**config.mk**
```make
export PLATFORM = sky130hd
export DESIGN_NAME = acc_adder_tree_flat
export DESIGN_NICKNAME = d
export VERILOG_FILES = /design/src/rtl/acc_adder_tree_if.sv /design/src/rtl/acc_adder_tree.sv /design/src/flat_wrapper.sv
export SDC_FILE = /design/constraint.sdc
export NUM_CORES = 1
export LEC_CHECK = 0
export BUFFER_PORTS_ARGS = -buffer_cell sky130_fd_sc_hd__buf_2
export CELL_PAD_IN_SITES_DETAIL_PLACEMENT = 1
export CELL_PAD_IN_SITES_GLOBAL_PLACEMENT = 1
export CORE_ASPECT_RATIO = 2
export CORE_UTILIZATION = 45
export CTS_CLUSTER_DIAMETER = 30
export DETAILED_ROUTE_END_ITERATION = 8
export PLACE_DENSITY = 0.79
export SLEW_MARGIN = 25
export SYNTH_ARGS = -nofsm -noshare
export SYNTH_HDL_FRONTEND = slang
export SYNTH_SLANG_ARGS = --single-unit
```
**constraint.sdc**
```tcl
create_clock -name clk -period 3 [get_ports clk]
set_input_delay 0.6 -clock clk [delete_from_list [all_inputs] [get_ports clk]]
set_output_delay 0.6 -clock clk [all_outputs]
set_load 0.02 [all_outputs]
```
**src/rtl/acc_adder_tree_if.sv**
```systemverilog
// Beat/result bundle for acc_adder_tree: lanes and group sideband in, reduced result out.
interface acc_adder_tree_if #(
  parameter int unsigned DATA_WIDTH = 16,
  parameter int unsigned NUM_INPUTS = 8,
  parameter int unsigned CNT_WIDTH  = 8
);
  logic                             in_valid;
  logic [NUM_INPUTS*DATA_WIDTH-1:0] in_data;
  logic                             in_acc;
  logic                             in_last;
  logic                             out_valid;
  logic [DATA_WIDTH-1:0]            out_data;
  logic [CNT_WIDTH-1:0]             out_count;
  logic                             out_sat;

  modport master (
    output in_valid, in_data, in_acc, in_last,
    input  out_valid, out_data, out_count, out_sat
  );

  modport slave (
    input  in_valid, in_data, in_acc, in_last,
    output out_valid, out_data, out_count, out_sat
  );
endinterface

```
**src/rtl/acc_adder_tree.sv**
```systemverilog
// Pipelined signed adder tree (one register stage per level) followed by a group accumulator.
module acc_adder_tree #(
  parameter int unsigned DATA_WIDTH = 16,
  parameter int unsigned NUM_INPUTS = 8,
  parameter bit          SATURATE   = 1'b1,
  parameter int unsigned CNT_WIDTH  = 8
) (
  input logic             clk,
  input logic             reset_n,
  acc_adder_tree_if.slave bus
);
  localparam int unsigned LEVELS = $clog2(NUM_INPUTS);
  localparam int unsigned NODES  = NUM_INPUTS - 1;
  localparam int unsigned DW     = DATA_WIDTH;
  localparam logic [DW-1:0]        MaxPos = {1'b0, {(DW-1){1'b1}}};
  localparam logic [DW-1:0]        MaxNeg = {1'b1, {(DW-1){1'b0}}};
  localparam logic [CNT_WIDTH-1:0] CntMax = '1;
  localparam logic [CNT_WIDTH-1:0] CntOne = CNT_WIDTH'(1);

  // Returns {overflow_flag, result}; flag only ever set when saturating.
  function automatic logic [DW:0] sat_add(input logic [DW-1:0] a, input logic [DW-1:0] b);
    logic [DW-1:0] s;
    logic          ovf;
    s   = a + b;
    ovf = (a[DW-1] == b[DW-1]) && (s[DW-1] != a[DW-1]);
    if (SATURATE && ovf) return {1'b1, (a[DW-1] ? MaxNeg : MaxPos)};
    return {1'b0, s};
  endfunction

  // Level k partials sit at r_node[lvl_base(k) +: NUM_INPUTS >> (k+1)]; w_src prepends the lanes.
  function automatic int unsigned lvl_base(input int unsigned k);
    return NUM_INPUTS - (NUM_INPUTS >> k);
  endfunction

  function automatic int unsigned src_base(input int unsigned k);
    return 2 * NUM_INPUTS - ((2 * NUM_INPUTS) >> k);
  endfunction

  logic [DW-1:0]     r_node [NODES];
  logic [DW-1:0]     w_node_d [NODES];
  logic [DW-1:0]     w_src [2*NUM_INPUTS-1];
  logic [DW:0]       w_sum;
  logic [LEVELS-1:0] r_vld, r_acc, r_last, r_bsat;
  logic [LEVELS-1:0] w_vld_in, w_acc_in, w_last_in, w_bsat_in, w_lvl_ovf;

  always_comb begin
    w_vld_in     = '0;
    w_acc_in     = '0;
    w_last_in    = '0;
    w_vld_in[0]  = bus.in_valid;
    w_acc_in[0]  = bus.in_acc;
    w_last_in[0] = bus.in_last;
    for (int unsigned k = 1; k < LEVELS; k++) begin
      w_vld_in[k]  = r_vld[k-1];
      w_acc_in[k]  = r_acc[k-1];
      w_last_in[k] = r_last[k-1];
    end
  end

  always_comb begin
    w_sum     = '0;
    w_node_d  = r_node;
    w_lvl_ovf = '0;
    for (int unsigned i = 0; i < NUM_INPUTS; i++) w_src[i] = bus.in_data[i*DW +: DW];
    for (int unsigned i = 0; i < NODES; i++) w_src[NUM_INPUTS+i] = r_node[i];
    for (int unsigned k = 0; k < LEVELS; k++) begin
      for (int unsigned j = 0; j < NUM_INPUTS / 2; j++) begin
        if (j < (NUM_INPUTS >> (k + 1))) begin
          w_sum        = sat_add(w_src[src_base(k) + 2*j], w_src[src_base(k) + 2*j + 1]);
          w_lvl_ovf[k] = w_lvl_ovf[k] | w_sum[DW];
          if (w_vld_in[k]) w_node_d[lvl_base(k) + j] = w_sum[DW-1:0];
        end
      end
    end
  end

  always_comb begin
    w_bsat_in    = '0;
    w_bsat_in[0] = w_lvl_ovf[0];
    for (int unsigned k = 1; k < LEVELS; k++) w_bsat_in[k] = w_lvl_ovf[k] | r_bsat[k-1];
  end

  always_ff @(posedge clk or negedge reset_n) begin
    if (!reset_n) begin
      for (int unsigned i = 0; i < NODES; i++) r_node[i] <= '0;
      r_vld  <= '0;
      r_acc  <= '0;
      r_last <= '0;
      r_bsat <= '0;
    end else begin
      r_node <= w_node_d;
      r_vld  <= w_vld_in;
      for (int unsigned k = 0; k < LEVELS; k++) begin
        if (w_vld_in[k]) begin
          r_acc[k]  <= w_acc_in[k];
          r_last[k] <= w_last_in[k];
          r_bsat[k] <= w_bsat_in[k];
        end
      end
    end
  end

  // Accumulator stage
  logic                 r_open, w_open_d;
  logic [DW-1:0]        r_acc_val, w_acc_val_d, w_g_acc;
  logic [CNT_WIDTH-1:0] r_cnt, w_cnt_d, w_g_cnt;
  logic                 r_gsat, w_gsat_d, w_g_sat;
  logic                 r_out_valid, w_out_valid_d;
  logic [DW-1:0]        r_out_data, w_out_data_d;
  logic [CNT_WIDTH-1:0] r_out_count, w_out_count_d;
  logic                 r_out_sat, w_out_sat_d;
  logic [DW:0]          w_acc_add;
  logic [DW-1:0]        w_tree_sum;
  logic                 w_tree_vld, w_tree_acc, w_tree_last, w_tree_sat;

  assign w_tree_sum  = r_node[NODES-1];
  assign w_tree_vld  = r_vld[LEVELS-1];
  assign w_tree_acc  = r_acc[LEVELS-1];
  assign w_tree_last = r_last[LEVELS-1];
  assign w_tree_sat  = r_bsat[LEVELS-1];
  assign w_acc_add   = sat_add(r_acc_val, w_tree_sum);

  always_comb begin
    w_open_d      = r_open;
    w_acc_val_d   = r_acc_val;
    w_cnt_d       = r_cnt;
    w_gsat_d      = r_gsat;
    w_out_valid_d = 1'b0;
    w_out_data_d  = r_out_data;
    w_out_count_d = r_out_count;
    w_out_sat_d   = r_out_sat;
    if (r_open) begin
      w_g_acc = w_acc_add[DW-1:0];
      w_g_cnt = (r_cnt == CntMax) ? r_cnt : r_cnt + CntOne;
      w_g_sat = r_gsat | w_tree_sat | w_acc_add[DW];
    end else begin
      w_g_acc = w_tree_sum;
      w_g_cnt = CntOne;
      w_g_sat = w_tree_sat;
    end
    if (w_tree_vld) begin
      if (!w_tree_acc) begin
        w_out_valid_d = 1'b1;
        w_out_data_d  = w_tree_sum;
        w_out_count_d = CntOne;
        w_out_sat_d   = w_tree_sat;
      end else if (w_tree_last) begin
        w_out_valid_d = 1'b1;
        w_out_data_d  = w_g_acc;
        w_out_count_d = w_g_cnt;
        w_out_sat_d   = w_g_sat;
        w_open_d      = 1'b0;
      end else begin
        w_open_d    = 1'b1;
        w_acc_val_d = w_g_acc;
        w_cnt_d     = w_g_cnt;
        w_gsat_d    = w_g_sat;
      end
    end
  end

  always_ff @(posedge clk or negedge reset_n) begin
    if (!reset_n) begin
      r_open      <= 1'b0;
      r_acc_val   <= '0;
      r_cnt       <= '0;
      r_gsat      <= 1'b0;
      r_out_valid <= 1'b0;
      r_out_data  <= '0;
      r_out_count <= '0;
      r_out_sat   <= 1'b0;
    end else begin
      r_open      <= w_open_d;
      r_acc_val   <= w_acc_val_d;
      r_cnt       <= w_cnt_d;
      r_gsat      <= w_gsat_d;
      r_out_valid <= w_out_valid_d;
      r_out_data  <= w_out_data_d;
      r_out_count <= w_out_count_d;
      r_out_sat   <= w_out_sat_d;
    end
  end

  assign bus.out_valid = r_out_valid;
  assign bus.out_data  = r_out_data;
  assign bus.out_count = r_out_count;
  assign bus.out_sat   = r_out_sat;
endmodule

```
**src/flat_wrapper.sv**
```systemverilog
// flat-port wrapper written by rule: the top's interface ports become plain ports
module acc_adder_tree_flat 
#(
  parameter int unsigned DATA_WIDTH = 16,
  parameter int unsigned NUM_INPUTS = 8,
  parameter bit          SATURATE   = 1'b1,
  parameter int unsigned CNT_WIDTH  = 8
)
  (clk, reset_n, bus_in_valid, bus_in_data, bus_in_acc, bus_in_last, bus_out_valid, bus_out_data, bus_out_count, bus_out_sat);
  acc_adder_tree_if #(.DATA_WIDTH(DATA_WIDTH), .NUM_INPUTS(NUM_INPUTS), .CNT_WIDTH(CNT_WIDTH)) bus_i ();
  input logic clk;
  input logic reset_n;
  input wire logic [$bits(bus_i.in_valid)-1:0] bus_in_valid;
  input wire logic [$bits(bus_i.in_data)-1:0] bus_in_data;
  input wire logic [$bits(bus_i.in_acc)-1:0] bus_in_acc;
  input wire logic [$bits(bus_i.in_last)-1:0] bus_in_last;
  output wire logic [$bits(bus_i.out_valid)-1:0] bus_out_valid;
  output wire logic [$bits(bus_i.out_data)-1:0] bus_out_data;
  output wire logic [$bits(bus_i.out_count)-1:0] bus_out_count;
  output wire logic [$bits(bus_i.out_sat)-1:0] bus_out_sat;
  assign bus_i.in_valid = bus_in_valid;
  assign bus_i.in_data = bus_in_data;
  assign bus_i.in_acc = bus_in_acc;
  assign bus_i.in_last = bus_in_last;
  assign bus_out_valid = bus_i.out_valid;
  assign bus_out_data = bus_i.out_data;
  assign bus_out_count = bus_i.out_count;
  assign bus_out_sat = bus_i.out_sat;
  acc_adder_tree #(.DATA_WIDTH(DATA_WIDTH), .NUM_INPUTS(NUM_INPUTS), .SATURATE(SATURATE), .CNT_WIDTH(CNT_WIDTH)) u_core (.clk(clk), .reset_n(reset_n), .bus(bus_i));
endmodule
```
==> flow_summary.yaml <==
worst_setup_path:
  cp.required_ns: 3.32
  path_class: "reg2reg"
  reg2reg_slack_ns: 0.10
  r2r-end: "u_core.bus.out_data[8]"
  reg2reg_depth: 10
  critPathMaxFanout: 12
  r2r-start: "u_core.w_tree_sum[8]"
  startpoint: "u_core.w_tree_sum[8]"
  start_kind: "flop"
  crit_end: "u_core.bus.out_data[8]"
  endpoint_kind: "flop"
  arrival_ns: 3.22
layout:
  drive_above_1_share: 0.196
  syn2layout_area_growth_pct: 18.1
  antennaDiodeCount: 0
  layout_common_cells: "nor2_1, dfrtp_1, a21oi_1"
  stdcell_count: 2051
  layout.nets: 1945
  layout_commonest_cell: "nor2_1"
  final_util: 0.539
  final_area_um2: 15100
  fillers: 3372
timing:
  setup_viol: 0
  timing.final.ws_setup_ns: 0.104
  max_freq_mhz: 345
  maxSlewViolCount: 0
  period_minus_slack_ns: 2.90
  skew_ns: 0.00880
  rsz0062_at_grt: "false"
  tightest_slew_ns: 0.780
  holdWs_ns: 0.154
  hold_viol_final: 0
  tns_ns: 0
  slew_headroom: 0.478
  period_share: 0.965
global_route:
  grt_max_degree: 72
  antenna_found_initial: 0
  grt_pass1_vias: 13200
  grt_usage: 0.273
  overflow: 0
  grt_pass1_wl_um: 62500
detailed_routing:
  vias: 12000
  first_pass_iters: 6
  routed_wl_um: 38200
  drc: 2
  vias_per_cell: 5.85
  ant_nets: 0
  drt_iter0_drc: 430
  routedWlPerCell_um: 18.6
clock_tree:
  clk_latency_ns: 0.46
  cts_tree: "built"
  cts.sinks: 176
  path_clk_slew_ns: 0.07
  cts_buffers: 17
  hold_buffers: 0
  h-tree-depth: 4
  clockBufferDepth: 2
  cts_root_buf: "clkbuf_16"
synth:
  synth_area_leaders: "dfrtp_1, ha_1, a21oi_1, nor2_1, nand2_1"
  syn_inst: 1474
  synth_edf_count: 0
  yosys.area.top_type_share: 0.344
  synth.cell_area_um2: 12800
  async_flop_share: 1.00
  ys_ff_latch: 176
  syn_nets: 1736
  syn_area_per_cell_um2: 8.69
  yosysUniqueCellTypes: 82
  synth_top_flop_cell: "dfrtp_1"
  yosysTopAreaCell: "dfrtp_1"
  seq_area_frac_synth: 0.344
  synth_warnings: 0
worst_hold_path:
  worst_hold_path_type: "in2async"
placement:
  place_ws_ns: -0.224
  dp.cells: 2016
  io_buffers: 158
  place_congestion: 0.856
  dpl.hpwl_um: 30700
  dpl_cell_area_um2: 14500
floorplanning:
  die_height_um: 241
  dieWidth_um: 121
  die_area_um2: 29200
  num_rows: 87
  core_um2: 28100
  initial_core_util: 0.456
  pin_count: 159
power_and_ir_drop:
  p_per_area_nw_per_um2: 962
  finalPower_mw: 14.6
  power.leakage_nw: 7.06
  ir_drop_mv: 0.561
status:
  violations: "DRC"
  status: "complete, but fails checks"
run:
  drv_cap: 0
per-layer routing:
layer / wire, um / vias to the layer above / global-route usage
met4: 1740 / 0 / 0.147
met3: 801 / 104 / 0.0324
met2: 22500 / 240 / 0.566
met5: 0 / - / 0
li1: - / 5754 / -
met1: 13100 / 5908 / 0.244
cell usage after synthesis, types with 4 or more instances:
cell / n
a211o_1: 6
nand3_1: 18
nor3b_1: 4
o21a_1: 16
buf_2: 8
xnor2_1: 57
nand2_1: 138
o21bai_1: 11
o22ai_1: 29
or3_1: 14
o31a_1: 7
nor2_1: 189
a211oi_2: 5
nand2b_1: 16
o21ai_0: 96
a31oi_1: 22
and3_1: 12
a21o_1: 42
o31ai_1: 9
dfrtp_1: 176
inv_1: 40
a31o_2: 5
or2_2: 5
nor3_1: 25
o311ai_0: 5
a211oi_1: 16
ha_1: 121
nand3b_1: 4
o211ai_1: 11
fa_1: 8
xor2_1: 33
clkbuf_1: 34
mux2i_1: 11
o21ai_1: 7
a22o_1: 6
a21oi_2: 12
nor2b_1: 9
a21oi_1: 173
buf_4: 4
mux2_2: 8
critical path, cell delays in order (launching register included):
cell	delay [ns]
dfrtp_1	0.44
ha_1	0.35
a21o_1	0.21
a21o_1	0.19
a211oi_2	0.33
o21ai_2	0.16
o41ai_2	0.25
buf_4	0.25
nand2_1	0.19
o22ai_1	0.24
o21ai_0	0.14
report_power, final:
| part | switching, mW | leakage [nW] | internal [mW] | total (mW) |
|---|---|---|---|---|
| sequential | 0.699 | 2.05 | 3.16 | 3.86 |
| combinational | 4.82 | 4.72 | 3.60 | 8.42 |
| clock | 0.947 | 0.292 | 1.33 | 2.28 |
| total | 6.47 | 7.06 | 8.09 | 14.6 |
logic make-up (layout without fill, tap and decap cells):
group | Yosys count | after routing | share of synthesized area
xor+xnor | 90 | 90 | 0.0615
mux | 19 | 19 | 0.0156
simple gates | 452 | 452 | 0.157
fa+ha+maj | 130 | 130 | 0.131
flops | 176 | 176 | 0.344
buf+inv | 89 | 310 | 0.0293
compound gates | 518 | 518 | 0.261
worst min-delay path by stage:
stage                      startpoint                 endpoint
3_5_place_dp   u_core.bus.out_data[9]   u_core.bus.out_data[9]
5_1_grt                       reset_n  u_core.bus.out_count[3]
3_3_place_gp   u_core.bus.out_data[0]   u_core.bus.out_data[0]
6_report                      reset_n  u_core.bus.out_count[1]
4_1_cts                       reset_n  u_core.bus.out_count[3]
2_1_floorplan                 reset_n  u_core.bus.out_count[0]
flip-flops by register name, indices dropped and copies added (netlist names):
signal and flops:
u_core.bus.out_count 8, u_core.bus.out_data 16, u_core.bus.out_sat 1, u_core.bus.out_valid 1, u_core.r_acc 3, u_core.r_acc_val 16, u_core.r_bsat 3, u_core.r_cnt 8
u_core.r_gsat 1, u_core.r_last 3, u_core.r_node 96, u_core.r_open 1, u_core.r_vld 3, u_core.w_tree_sum 16
repair_timing:
item                       in CTS  in global routing
resized for setup               1                 11
cloned                          0                  0
buffers inserted                0                  4
pin swaps                       0                  1
setup endpoints to repair      13                 44
area by class of cell:
cell class / instances / area [um2] / share of cell area
multi-input cells: 1209 / 8080 / 0.534
inverters: 41 / 154 / 0.0102
repair buffers: 238 / 1450 / 0.0957
clock inverters: 8 / 103 / 0.00678
flip-flops and latches: 176 / 4400 / 0.291
well taps: 356 / 445 / 0.0294
clock buffers: 23 / 498 / 0.0329
(Power assumes the default switching activity.)
